===== config.mk =====
export PLATFORM = sky130hd
export DESIGN_NAME = div_issue_ctrl
export DESIGN_NICKNAME = d
export VERILOG_FILES = /design/src/rtl/div_pkg.sv /design/src/rtl/div_special_case.sv /design/src/rtl/div_issue_ctrl.sv
export SDC_FILE = /design/constraint.sdc
export NUM_CORES = 1
export LEC_CHECK = 0
export CELL_PAD_IN_SITES_DETAIL_PLACEMENT = 0
export CELL_PAD_IN_SITES_GLOBAL_PLACEMENT = 1
export CORE_ASPECT_RATIO = 2
export CORE_MARGIN = 2
export CORE_UTILIZATION = 35
export DETAILED_ROUTE_END_ITERATION = 7
export GPL_ROUTABILITY_DRIVEN = 0
export PLACE_DENSITY_LB_ADDON = 0.1
export SLEW_MARGIN = 5
export SYNTH_ARGS = -nofsm -noshare
export SYNTH_HDL_FRONTEND = slang
export SYNTH_SLANG_ARGS = --single-unit

===== constraint.sdc =====
create_clock -name clock -period 4.5 [get_ports clock]
set_input_delay 1.125 -clock clock [delete_from_list [all_inputs] [get_ports clock]]
set_output_delay 1.125 -clock clock [all_outputs]
set_load 0.05 [all_outputs]

===== src/rtl/div_pkg.sv =====
// Shared types and constants for the RV32M divide issue controller.
package div_pkg;

    typedef enum logic [1:0] {
        OP_DIV  = 2'b00,
        OP_DIVU = 2'b01,
        OP_REM  = 2'b10,
        OP_REMU = 2'b11
    } div_op_e;

    typedef enum logic [1:0] {
        ST_IDLE = 2'b00,
        ST_BUSY = 2'b01,
        ST_RESP = 2'b10
    } div_state_e;

    localparam logic [31:0] DIV_ZERO_Q = 32'hFFFF_FFFF;
    localparam logic [31:0] INT_MIN    = 32'h8000_0000;
    localparam logic [31:0] NEG_ONE    = 32'hFFFF_FFFF;

    function automatic logic op_is_signed(input div_op_e op);
        return (op == OP_DIV) || (op == OP_REM);
    endfunction

    function automatic logic op_is_rem(input div_op_e op);
        return (op == OP_REM) || (op == OP_REMU);
    endfunction

endpackage


===== src/rtl/div_special_case.sv =====
// Resolves the RISC-V divide corner cases (x/0 and INT_MIN/-1) without the divider.
module div_special_case
    import div_pkg::*;
(
    input  div_op_e     op,
    input  logic [31:0] rs1,
    input  logic [31:0] rs2,
    output logic        is_special,
    output logic [31:0] special_result
);

    // Corner-case detection and the architecturally defined result
    always_comb begin
        is_special     = 1'b0;
        special_result = 32'h0000_0000;
        if (rs2 == 32'h0000_0000) begin
            is_special     = 1'b1;
            special_result = op_is_rem(op) ? rs1 : DIV_ZERO_Q;
        end else if (op_is_signed(op) && (rs1 == INT_MIN) && (rs2 == NEG_ONE)) begin
            is_special     = 1'b1;
            special_result = op_is_rem(op) ? 32'h0000_0000 : INT_MIN;
        end else begin
            is_special     = 1'b0;
            special_result = 32'h0000_0000;
        end
    end

endmodule


===== src/rtl/div_issue_ctrl.sv =====
// Issue controller between execute and the iterative divider: accepts one request,
// resolves corner cases locally, otherwise sequences the divider and returns a tagged result.
module div_issue_ctrl
    import div_pkg::*;
#(
    parameter int MAX_CYCLES = 64,
    parameter int TAG_W      = 5
) (
    input  logic             clock,
    input  logic             reset_n,
    input  logic             req_valid,
    output logic             req_ready,
    input  logic [1:0]       req_op,
    input  logic [31:0]      req_rs1,
    input  logic [31:0]      req_rs2,
    input  logic [TAG_W-1:0] req_tag,
    input  logic             flush,
    output logic             resp_valid,
    input  logic             resp_ready,
    output logic [31:0]      resp_data,
    output logic [TAG_W-1:0] resp_tag,
    output logic             resp_err,
    output logic [31:0]      div_a,
    output logic [31:0]      div_b,
    output logic             div_signed_a,
    output logic             div_signed_b,
    output logic             div_enable,
    input  logic [31:0]      div_quotient,
    input  logic [31:0]      div_remainder,
    input  logic             div_data_valid
);

    localparam int               CNT_W    = $clog2(MAX_CYCLES + 1);
    localparam logic [CNT_W-1:0] CNT_LAST = CNT_W'(MAX_CYCLES - 1);
    localparam logic [CNT_W-1:0] CNT_ONE  = CNT_W'(1);

    div_state_e        state_r, state_next_s;
    div_op_e           req_op_s, op_r;
    logic              special_s;
    logic [31:0]       special_result_s;
    logic              accept_s, capture_s, timeout_s;
    logic [CNT_W-1:0]  wdog_r;

    logic              req_ready_r, resp_valid_r, resp_err_r, div_enable_r;
    logic              div_signed_a_r, div_signed_b_r;
    logic [31:0]       resp_data_r, div_a_r, div_b_r;
    logic [TAG_W-1:0]  resp_tag_r;

    assign req_op_s = div_op_e'(req_op);

    div_special_case u_special (
        .op             (req_op_s),
        .rs1            (req_rs1),
        .rs2            (req_rs2),
        .is_special     (special_s),
        .special_result (special_result_s)
    );

    // Next-state and transaction strobes; flush outranks every other event
    always_comb begin
        state_next_s = state_r;
        accept_s     = 1'b0;
        capture_s    = 1'b0;
        timeout_s    = 1'b0;
        case (state_r)
            ST_IDLE: begin
                if (flush) begin
                    state_next_s = ST_IDLE;
                end else if (req_valid) begin
                    accept_s     = 1'b1;
                    state_next_s = special_s ? ST_RESP : ST_BUSY;
                end else begin
                    state_next_s = ST_IDLE;
                end
            end
            ST_BUSY: begin
                if (flush) begin
                    state_next_s = ST_IDLE;
                end else if (div_data_valid) begin
                    capture_s    = 1'b1;
                    state_next_s = ST_RESP;
                end else if (wdog_r == CNT_LAST) begin
                    timeout_s    = 1'b1;
                    state_next_s = ST_RESP;
                end else begin
                    state_next_s = ST_BUSY;
                end
            end
            ST_RESP: begin
                if (flush || resp_ready) begin
                    state_next_s = ST_IDLE;
                end else begin
                    state_next_s = ST_RESP;
                end
            end
            default: begin
                state_next_s = ST_IDLE;
            end
        endcase
    end

    // State register plus handshake/enable flags registered from the next state
    always_ff @(posedge clock or negedge reset_n) begin
        if (!reset_n) begin
            state_r      <= ST_IDLE;
            req_ready_r  <= 1'b1;
            resp_valid_r <= 1'b0;
            div_enable_r <= 1'b0;
        end else begin
            state_r      <= state_next_s;
            req_ready_r  <= (state_next_s == ST_IDLE);
            resp_valid_r <= (state_next_s == ST_RESP);
            div_enable_r <= (state_next_s == ST_BUSY);
        end
    end

    // Watchdog: counts BUSY cycles, zero on every entry to BUSY
    always_ff @(posedge clock or negedge reset_n) begin
        if (!reset_n) begin
            wdog_r <= {CNT_W{1'b0}};
        end else if (state_r == ST_BUSY) begin
            wdog_r <= wdog_r + CNT_ONE;
        end else begin
            wdog_r <= {CNT_W{1'b0}};
        end
    end

    // Request capture, divider operands and response payload
    always_ff @(posedge clock or negedge reset_n) begin
        if (!reset_n) begin
            op_r           <= OP_DIV;
            resp_tag_r     <= {TAG_W{1'b0}};
            resp_data_r    <= 32'h0000_0000;
            resp_err_r     <= 1'b0;
            div_a_r        <= 32'h0000_0000;
            div_b_r        <= 32'h0000_0000;
            div_signed_a_r <= 1'b0;
            div_signed_b_r <= 1'b0;
        end else if (accept_s) begin
            op_r       <= req_op_s;
            resp_tag_r <= req_tag;
            resp_err_r <= 1'b0;
            if (special_s) begin
                resp_data_r <= special_result_s;
            end else begin
                div_a_r        <= req_rs1;
                div_b_r        <= req_rs2;
                div_signed_a_r <= op_is_signed(req_op_s);
                div_signed_b_r <= op_is_signed(req_op_s);
            end
        end else if (capture_s) begin
            resp_data_r <= op_is_rem(op_r) ? div_remainder : div_quotient;
            resp_err_r  <= 1'b0;
        end else if (timeout_s) begin
            resp_data_r <= 32'h0000_0000;
            resp_err_r  <= 1'b1;
        end else begin
            resp_data_r <= resp_data_r;
            resp_err_r  <= resp_err_r;
        end
    end

    assign req_ready    = req_ready_r;
    assign resp_valid   = resp_valid_r;
    assign resp_data    = resp_data_r;
    assign resp_tag     = resp_tag_r;
    assign resp_err     = resp_err_r;
    assign div_a        = div_a_r;
    assign div_b        = div_b_r;
    assign div_signed_a = div_signed_a_r;
    assign div_signed_b = div_signed_b_r;
    assign div_enable   = div_enable_r;

endmodule


==> results of run 1 <==
cells in the mapped netlist, types with 2 or more instances:
cell type  number
a21o_1          2
and3_1          3
and4_1          2
buf_2           7
buf_6           4
clkbuf_1       28
dfrtp_1       115
inv_1           3
mux2_2         69
mux2_4         27
nand2_1        52
nand3_1         4
nand4_1         9
nor2_1         17
nor3_1         35
nor4_1         12
nor4b_1         4
o221ai_1       31
o311ai_0       31
or3_1           2
xnor2_1         2
xor2_1          2
final timing paths:
check                           start            end  slack, ps  depth (start not counted)
max                        req_rs1[4]      div_b[27]        690                          7
min                         wdog_r[0]      wdog_r[0]        450                          1
max reg2reg                state_r[0]      div_a[30]       1940                          5
min reg2reg                 wdog_r[0]      wdog_r[0]        450                          1
max in group asynchronous     reset_n  resp_data[12]       2810                          2
min in group asynchronous     reset_n      wdog_r[3]        780                          1
where the power goes:
part	switching, W	internal, W	leakage, nW
Sequential	0.000143	0.00128	1.42
Combinational	0.00120	0.000780	1.88
Clock	0.000497	0.000929	0.295
Total	0.00184	0.00299	3.59
stage by stage:
stage          hold WS, ps  total power, W   util
2_1_floorplan          424         0.00266      -
3_3_place_gp           446         0.00342  0.524
3_5_place_dp           445         0.00343  0.524
4_1_cts                453         0.00488  0.562
5_1_grt                497         0.00503  0.562
6_report               453         0.00484  0.562
per-layer routing:
| layer | up-vias | wire length, um | part of all wire |
|---|---|---|---|
| met1 | 2485 | 8000 | 0.42 |
| met5 | - | 0 | 0 |
| met4 | 0 | 333 | 0.018 |
| met2 | 236 | 9070 | 0.48 |
| met3 | 19 | 1470 | 0.078 |
| li1 | 2338 | - | - |
final cells by class:
class                      instances  area (um2)
clock buffer                      20         437
sequential                       116        2900
tap                              204         255
clock inverter                    12         180
multi-input combinational        321        2620
timing repair buffer             265        2640
fill                            1446        7050
inverter                           3        11.3
cells by family (layout without fill, tap and decap cells):
family / after synthesis / in the layout / synth area share
and+or+nand+nor: 146 / 146 / 0.129
DFF: 116 / 116 / 0.508
muxes: 97 / 97 / 0.209
AOI/OAI and AO/OA: 73 / 73 / 0.110
buffers and inverters: 43 / 300 / 0.0357
xor gates and xnor gates: 4 / 4 / 0.00613
adders and majority gates: 1 / 1 / 0.00219
registers in the layout, summed over array words and instances, names as in the netlist, 2 cells and up:
| name | cells |
|---|---|
| wdog_r | 7 |
| state_r | 2 |
| div_b | 32 |
| resp_data | 32 |
| div_a | 32 |
| resp_tag | 5 |
==> results.cfg, run 1 <==
[floorplan]
die_w_um = 94.3
io_pins = 248
die_h_um = 185
rows = 66
start_util = 0.355
design.core.area_um2 = 16100
die_area_um2 = 17400

[sta]
worst_slack_ps = 688
hold_violations = 0
setup_viol = 0
max_freq_ghz = 0.262
finClkSkew_ps = 11.9
tns_ps = 0
post-route-period-util = 0.847
period_minus_slack_ps = 3810
max_slew_margin = 0.346
rsz0062_at_grt = false
drv_slew = 0
tightest_slew_ps = 978

[synthesis]
synth-edff-count = 0
netlist_area_um2 = 5710
yosys_warnings = 0
synth_top_area_share = 0.504
syn_avg_cell_area_um2 = 11.9
synth_area_leader_cell = dfrtp_1
syn_nets = 622
synth_cell_types = 41
synthArstFlopShare = 1.00
synthCells = 480
ys_dominant_reg_cell = dfrtp_1
yosysSeqAreaShare = 0.508
ys_seq_elements = 116
synthTopCellsByArea = dfrtp_1, mux2_2, mux2_4

[drt]
first_pass_iters = 4
drc_errors = 0
viasPerCell = 5.40
wirelength_um = 18900
route.vias.total = 5078
drtIter0Drc = 172
wl_per_cell_um = 20.1
antenna_left = 0

[status]
status = finished, final reports clean

[finish]
mostFrequentLayoutCell = clkdlybuf4s50_1
drive_above_1_share = 0.206
finalInstanceArea_um2 = 9050
final_cell_mix = clkdlybuf4s50_1, dfrtp_1, mux2_2, nand2_1, nor3_1
num-nets-final = 866
instances_no_fill = 941
area_delta_synth_final_pct = 58.5
diodes = 0

[cts]
clock_path_buffers = 2
clk_latency_ps = 410
cts_setup_buffers = 0
cts_tree = done
cts_buffers = 17
holdBufCountCts = 0
ctsHtreeMaxLevel = 4
cts-root-buf = clkbuf_16
path_clk_slew_ps = 60
ctsResizeCount = 0
numClockSinks = 116

[placed_design]
dpl-instance-area_um2 = 8440
dp_hpwl_um = 13800
io_buffers = 247
place_inst = 909
dp_worst_setup_slack_ps = 122

[worst_setup_path]
criticalPathCategory = input port to register
cp_data_required_time_ps = 4790
cp_top_family = simple AND/OR/NAND/NOR gates
worstPathArrival_ps = 4100
crit_buf_inv = 2
cp_cell_sequence = clkdlybuf4s50_1 -> nor4_1 -> nand4_1 -> nor3_1 -> a211oi_4 -> buf_12 -> mux2_4
setup.worst_path.start_class = input port
slowest_delay_ps = 740
slowest_stage = nor4_1
path_max_fanout = 55
cp-end-kind = register

[pwr]
total_leakage_power_nw = 3.59
peakVddDrop_mv = 0.296
p_per_area_nw_per_um2 = 534

[grt]
met2_usage = 0.348
grt_pass1_vias = 5083
overflow = 0
gr-usage-met3 = 0.0564
grt_usage = 0.219
use_met1 = 0.288
grt.busiest_layer = met2
grt_max_degree = 61
antenna_found_initial = 0
grt_pass1_wl_um = 29000

[job]
cap_viol_max_count = 0

[min_path]
hp-class = register to register
No activity file was read; power rests on OpenSTA's default activity.
==> run 2, diff against run 1 <==
--- a/config.mk
+++ b/config.mk
@@ -9,7 +9,7 @@
 export CELL_PAD_IN_SITES_GLOBAL_PLACEMENT = 1
 export CORE_ASPECT_RATIO = 2
 export CORE_MARGIN = 2
-export CORE_UTILIZATION = 35
+export CORE_UTILIZATION = 29
 export DETAILED_ROUTE_END_ITERATION = 7
 export GPL_ROUTABILITY_DRIVEN = 0
 export PLACE_DENSITY_LB_ADDON = 0.1
==> constraint.sdc (replaced) <==
create_clock -name clock -period 3.2 [get_ports clock]
set_input_delay 0.8 -clock clock [delete_from_list [all_inputs] [get_ports clock]]
set_output_delay 0.8 -clock clock [all_outputs]
set_load 0.05 [all_outputs]
==> results.cfg, run 2 (same netlist as run 1, synthesis figures left out) <==
[pwr]
total_leakage_power_nw = 3.76
p_per_area_nw_per_um2 = 747
peakVddDrop_mv = 0.391
fin_total_pwr_w = 0.00705

[grt]
overflow = 0
grt_pass1_wl_um = 32500
grt_usage = 0.209
antenna_found_initial = 0
grt_pass1_vias = 5606
grt_max_degree = 66

[floorplan]
die_area_um2 = 20900
start_util = 0.295
die_w_um = 103
io_pins = 248
die_h_um = 202
rows = 72
design.core.area_um2 = 19400

[sta]
post-route-period-util = 0.917
tightest_slew_ps = 661
finClkSkew_ps = 10.2
hold_violations = 0
worst_slack_ps = 267
period_minus_slack_ps = 2930
rsz0062_at_grt = false
drv_slew = 0
max_slew_margin = 0.559
max_freq_ghz = 0.341
setup_viol = 0
hold_slack_ps = 413

[placed_design]
dp_worst_setup_slack_ps = -94.8
io_buffers = 247
dp_hpwl_um = 16000
dpl-instance-area_um2 = 8760

[drt]
drtIter0Drc = 142
wirelength_um = 21500
viasPerCell = 5.13
antenna_left = 0
first_pass_iters = 4
drc_errors = 0
wl_per_cell_um = 21.1
route.vias.total = 5229

[worst_setup_path]
criticalPathCategory = input port to register
slowest_stage = clkdlybuf4s50_1
crit_path_end = resp_data[3]
slowest_delay_ps = 490
cp_data_required_time_ps = 3460
cp_cell_sequence = clkdlybuf4s50_1 -> nor4_1 -> nand4_1 -> or2_2 -> buf_12 -> o311ai_0 -> o221ai_1
setup.worst_path.start_class = input port
r2r_slack_ps = 1060
startpoint = req_rs2[27]
path_max_fanout = 59
reg2reg_from = wdog_r[0]
regToRegEndpoint = resp_data[3]
worstPathArrival_ps = 3190
reg2reg_depth = 8
cp-end-kind = register

[min_path]
hp-class = input port to async pin

[cts]
holdBufCountCts = 0
ctsHtreeMaxLevel = 4
path_clk_slew_ps = 60
ctsResizeCount = 0
cts_tree = done
cts-root-buf = clkbuf_16
cts_buffers = 17
cts_setup_buffers = 0
clock_path_buffers = 2
numClockSinks = 116
clk_latency_ps = 420

[finish]
num-nets-final = 890
final_cell_mix = clkdlybuf4s50_1, dfrtp_1, mux2_2, nand2_1, nor3_1
area_delta_synth_final_pct = 65.3
finalInstanceArea_um2 = 9440
drive_above_1_share = 0.235
mostFrequentLayoutCell = clkdlybuf4s50_1
diodes = 0

[job]
cap_viol_max_count = 0

[status]
status = finished, final reports clean
[run 2: worst min path at each step]
stage                 end  slack (ps)
3_3_place_gp    wdog_r[0]         440
3_5_place_dp    wdog_r[0]         460
2_1_floorplan   wdog_r[0]         420
5_1_grt          div_a[6]         450
4_1_cts        resp_valid         420
6_report       resp_valid         410
[run 2: routing by layer]
metal / GRT usage / share of wire / vias to the layer above
met5: 0 / 0 / -
met2: 0.383 / 0.56 / 191
met3: 0.0499 / 0.051 / 36
li1: - / - / 2377
met1: 0.224 / 0.36 / 2625
met4: 0.0813 / 0.030 / 0
[run 2: final cells by class]
class                      instances  area (um2)
multi-input combinational        321        2630
timing repair buffer             289        2900
fill                            1796        9920
tap                              259         324
inverter                           3        11.3
clock inverter                     7         165
clock buffer                      25         515
sequential                       116        2910
[run 2: where the power goes]
part           internal [W]  leakage (nW)  switching [W]
Clock               0.00151         0.326       0.000676
Combinational       0.00112          2.02        0.00174
Sequential          0.00181          1.41       0.000208
[run 2: critical path: cells and delay by family]
family          cells  cell delay [ps]
simple gates        3             1020
buf+inv             2              680
compound gates      2              640
[run 2: stage by stage]
stage | cells | utilization | setup TNS, ps
6_report | 1020 | 0.488 | 0
5_1_grt | 1020 | 0.488 | 0
4_1_cts | 1020 | 0.488 | 0
3_5_place_dp | 988 | 0.452 | -4990
3_3_place_gp | 988 | 0.452 | -9950
2_1_floorplan | 480 | - | 0
==> run 3, diff against run 2 <==
--- a/config.mk
+++ b/config.mk
@@ -9,11 +9,12 @@
 export CELL_PAD_IN_SITES_GLOBAL_PLACEMENT = 1
 export CORE_ASPECT_RATIO = 2
 export CORE_MARGIN = 2
-export CORE_UTILIZATION = 29
+export CORE_UTILIZATION = 28
 export DETAILED_ROUTE_END_ITERATION = 7
 export GPL_ROUTABILITY_DRIVEN = 0
 export PLACE_DENSITY_LB_ADDON = 0.1
 export SLEW_MARGIN = 5
 export SYNTH_ARGS = -nofsm -noshare
 export SYNTH_HDL_FRONTEND = slang
+export SYNTH_HIERARCHICAL = 1
 export SYNTH_SLANG_ARGS = --single-unit
==> results.cfg, run 3 <==
[sta]
finClkSkew_ps = 7.82
hold_violations = 0
drv_slew = 0
setup_viol = 0
rsz0062_at_grt = false
worst_slack_ps = 127
max_slew_margin = 0.357
max_freq_ghz = 0.325
tightest_slew_ps = 964
post-route-period-util = 0.960
period_minus_slack_ps = 3070

[status]
status = finished, final reports clean

[finish]
area_delta_synth_final_pct = 64.2
mostFrequentLayoutCell = clkdlybuf4s50_1
instances_no_fill = 1195
nFillCells = 2079
drive_above_1_share = 0.158
num-nets-final = 1054
final_cell_mix = clkdlybuf4s50_1, nand2_1, dfrtp_1, buf_4, inv_1

[worst_setup_path]
slowest_stage = or4_4
slowest_delay_ps = 560
worstPathArrival_ps = 3370
setup.worst_path.start_class = input port
path_max_fanout = 5
cp_cell_sequence = clkdlybuf4s50_1 -> or4_4 -> nor4_4 -> buf_4 -> nand4_1 -> o21ai_1 -> buf_4 -> nand2_2 -> nand3_4 -> clkbuf_16 -> mux2_4
cp_data_required_time_ps = 3490
cp-end-kind = register
crit_buf_inv = 4
reg2reg_depth = 6
r2r_slack_ps = 1240
regToRegEndpoint = resp_data[16]
crit_cells = 11
reg2reg_from = wdog_r[0]
cp_top_family = simple AND/OR/NAND/NOR gates
criticalPathCategory = input port to register
crit_top_cell = buf_4

[drt]
drtIter0Drc = 195
antenna_left = 0
drc_errors = 0
wl_per_cell_um = 18.3
first_pass_iters = 5
viasPerCell = 4.52
route.vias.total = 5397
wirelength_um = 21800

[synthesis]
synthCells = 623
syn_nets = 765
synth-edff-count = 0
yosys_warnings = 6
synth_most_common_cell = nand2_1
synthTopCellsByArea = dfrtp_1, nand2_1, mux2_4
synth_cell_types = 46
synth_top_area_share = 0.490
ys_seq_elements = 116
synthArstFlopShare = 1.00
ys_top_cells_by_count = nand2_1, dfrtp_1, inv_1, mux2i_1, o21ai_0
ys_dominant_reg_cell = dfrtp_1
synth_area_leader_cell = dfrtp_1
netlist_area_um2 = 5870
syn_avg_cell_area_um2 = 9.43
yosysSeqAreaShare = 0.494

[cts]
cts-root-buf = clkbuf_16
path_clk_slew_ps = 50
cts_tree = done
cts_buffers = 17
clk_latency_ps = 410
ctsHtreeMaxLevel = 4
clock_path_buffers = 2
numClockSinks = 116
holdBufCountCts = 0

[grt]
antenna_found_initial = 1
grt_usage = 0.198
grt_max_degree = 52
grt_pass1_wl_um = 33100
overflow = 0
grt_pass1_vias = 5879

[floorplan]
design.core.area_um2 = 20800
io_pins = 248
die_area_um2 = 22200
die_h_um = 209
start_util = 0.282
rows = 75
die_w_um = 106

[pwr]
total_leakage_power_nw = 4.50
peakVddDrop_mv = 0.266
p_per_area_nw_per_um2 = 572

[placed_design]
dp_worst_setup_slack_ps = -614
dp_hpwl_um = 16800
place_inst = 1158
io_buffers = 247

[job]
cap_viol_max_count = 0

[min_path]
hp-class = input port to async pin
run 3: changes by cell type in the layout (fill, tap and decap cells not counted), moves of 17 or more:
cell and delta:
o221ai_1 -31, nor3_1 -35, a21oi_1 +23, mux2i_1 +31, o21ai_0 +32, o311ai_0 -31
inv_1 +32, mux2_2 -69, nand2_1 +176, buf_4 +17
run 3: final cells by class:
cell class                 instances  area [um2]  share of cell area
clock inverter                     5        50.0             0.00519
timing repair buffer             308        3070               0.318
antenna                            1        2.50            0.000259
clock buffer                      27         513              0.0532
multi-input combinational        434        2640               0.274
inverter                          35         131              0.0136
tap                              269         337              0.0349
sequential                       116        2910               0.301
run 3: worst max path at each step:
stage	from	end	slack [ps]
floorplan	req_rs1[12]	resp_data[10]	460
global placement	req_rs1[12]	resp_data[1]	-570
detailed placement	req_rs1[12]	resp_data[1]	-610
CTS	req_rs1[12]	resp_data[1]	0.5
global route	req_rs1[22]	resp_data[0]	20
finish	req_rs1[22]	resp_data[16]	130
run 3: per-stage QoR:
step	util	hold WS, ps	setup TNS, ps	area (um2)	total power, W
floorplan	-	422	0	5870	0.00289
global placement	0.430	443	-37740	8960	0.00372
detailed placement	0.430	444	-39650	8960	0.00374
CTS	0.458	446	0	9550	0.00560
global route	0.463	468	0	9640	0.00575
finish	0.463	430	0	9640	0.00551
run 3: cell families (layout without fill, tap and decap cells):
kind of cell	Yosys count	count (layout)	share of synthesized area
AO/OA/AOI/OAI	75	75	0.0737
multiplexers	70	70	0.147
adder cells (fa/ha/maj)	1	1	0.00213
other	0	1	0
buffers and inverters	73	375	0.0630
AND/OR/NAND/NOR	284	284	0.214
flip-flops	116	116	0.494
XOR/XNOR	4	4	0.00596
run 3: power by group:
part / internal [W] / leakage (nW) / switching (W) / total [W]
sequential: 0.00167 / 1.49 / 0.000159 / 0.00183
clock: 0.00117 / 0.281 / 0.000650 / 0.00182
combinational: 0.000718 / 2.73 / 0.00115 / 0.00186
total: 0.00356 / 4.50 / 0.00196 / 0.00551
run 3: metal layers:
| metal | track usage | part of all wire | routed length, um | vias to the layer above |
|---|---|---|---|---|
| li1 | - | - | - | 2637 |
| met1 | 0.206 | 0.37 | 7990 | 2565 |
| met2 | 0.384 | 0.57 | 12500 | 169 |
| met3 | 0.0299 | 0.034 | 742 | 26 |
| met4 | 0.0824 | 0.028 | 614 | 0 |
| met5 | 0 | 0 | 0 | - |
run 3: what timing repair did:
| item | CTS | global route |
|---|---|---|
| gates resized for setup | 4 | 7 |
| pin swaps | 0 | 2 |
| cloned | 0 | 3 |
| setup buffers | 0 | 1 |
| endpoints found under the setup margin | 32 | 32 |
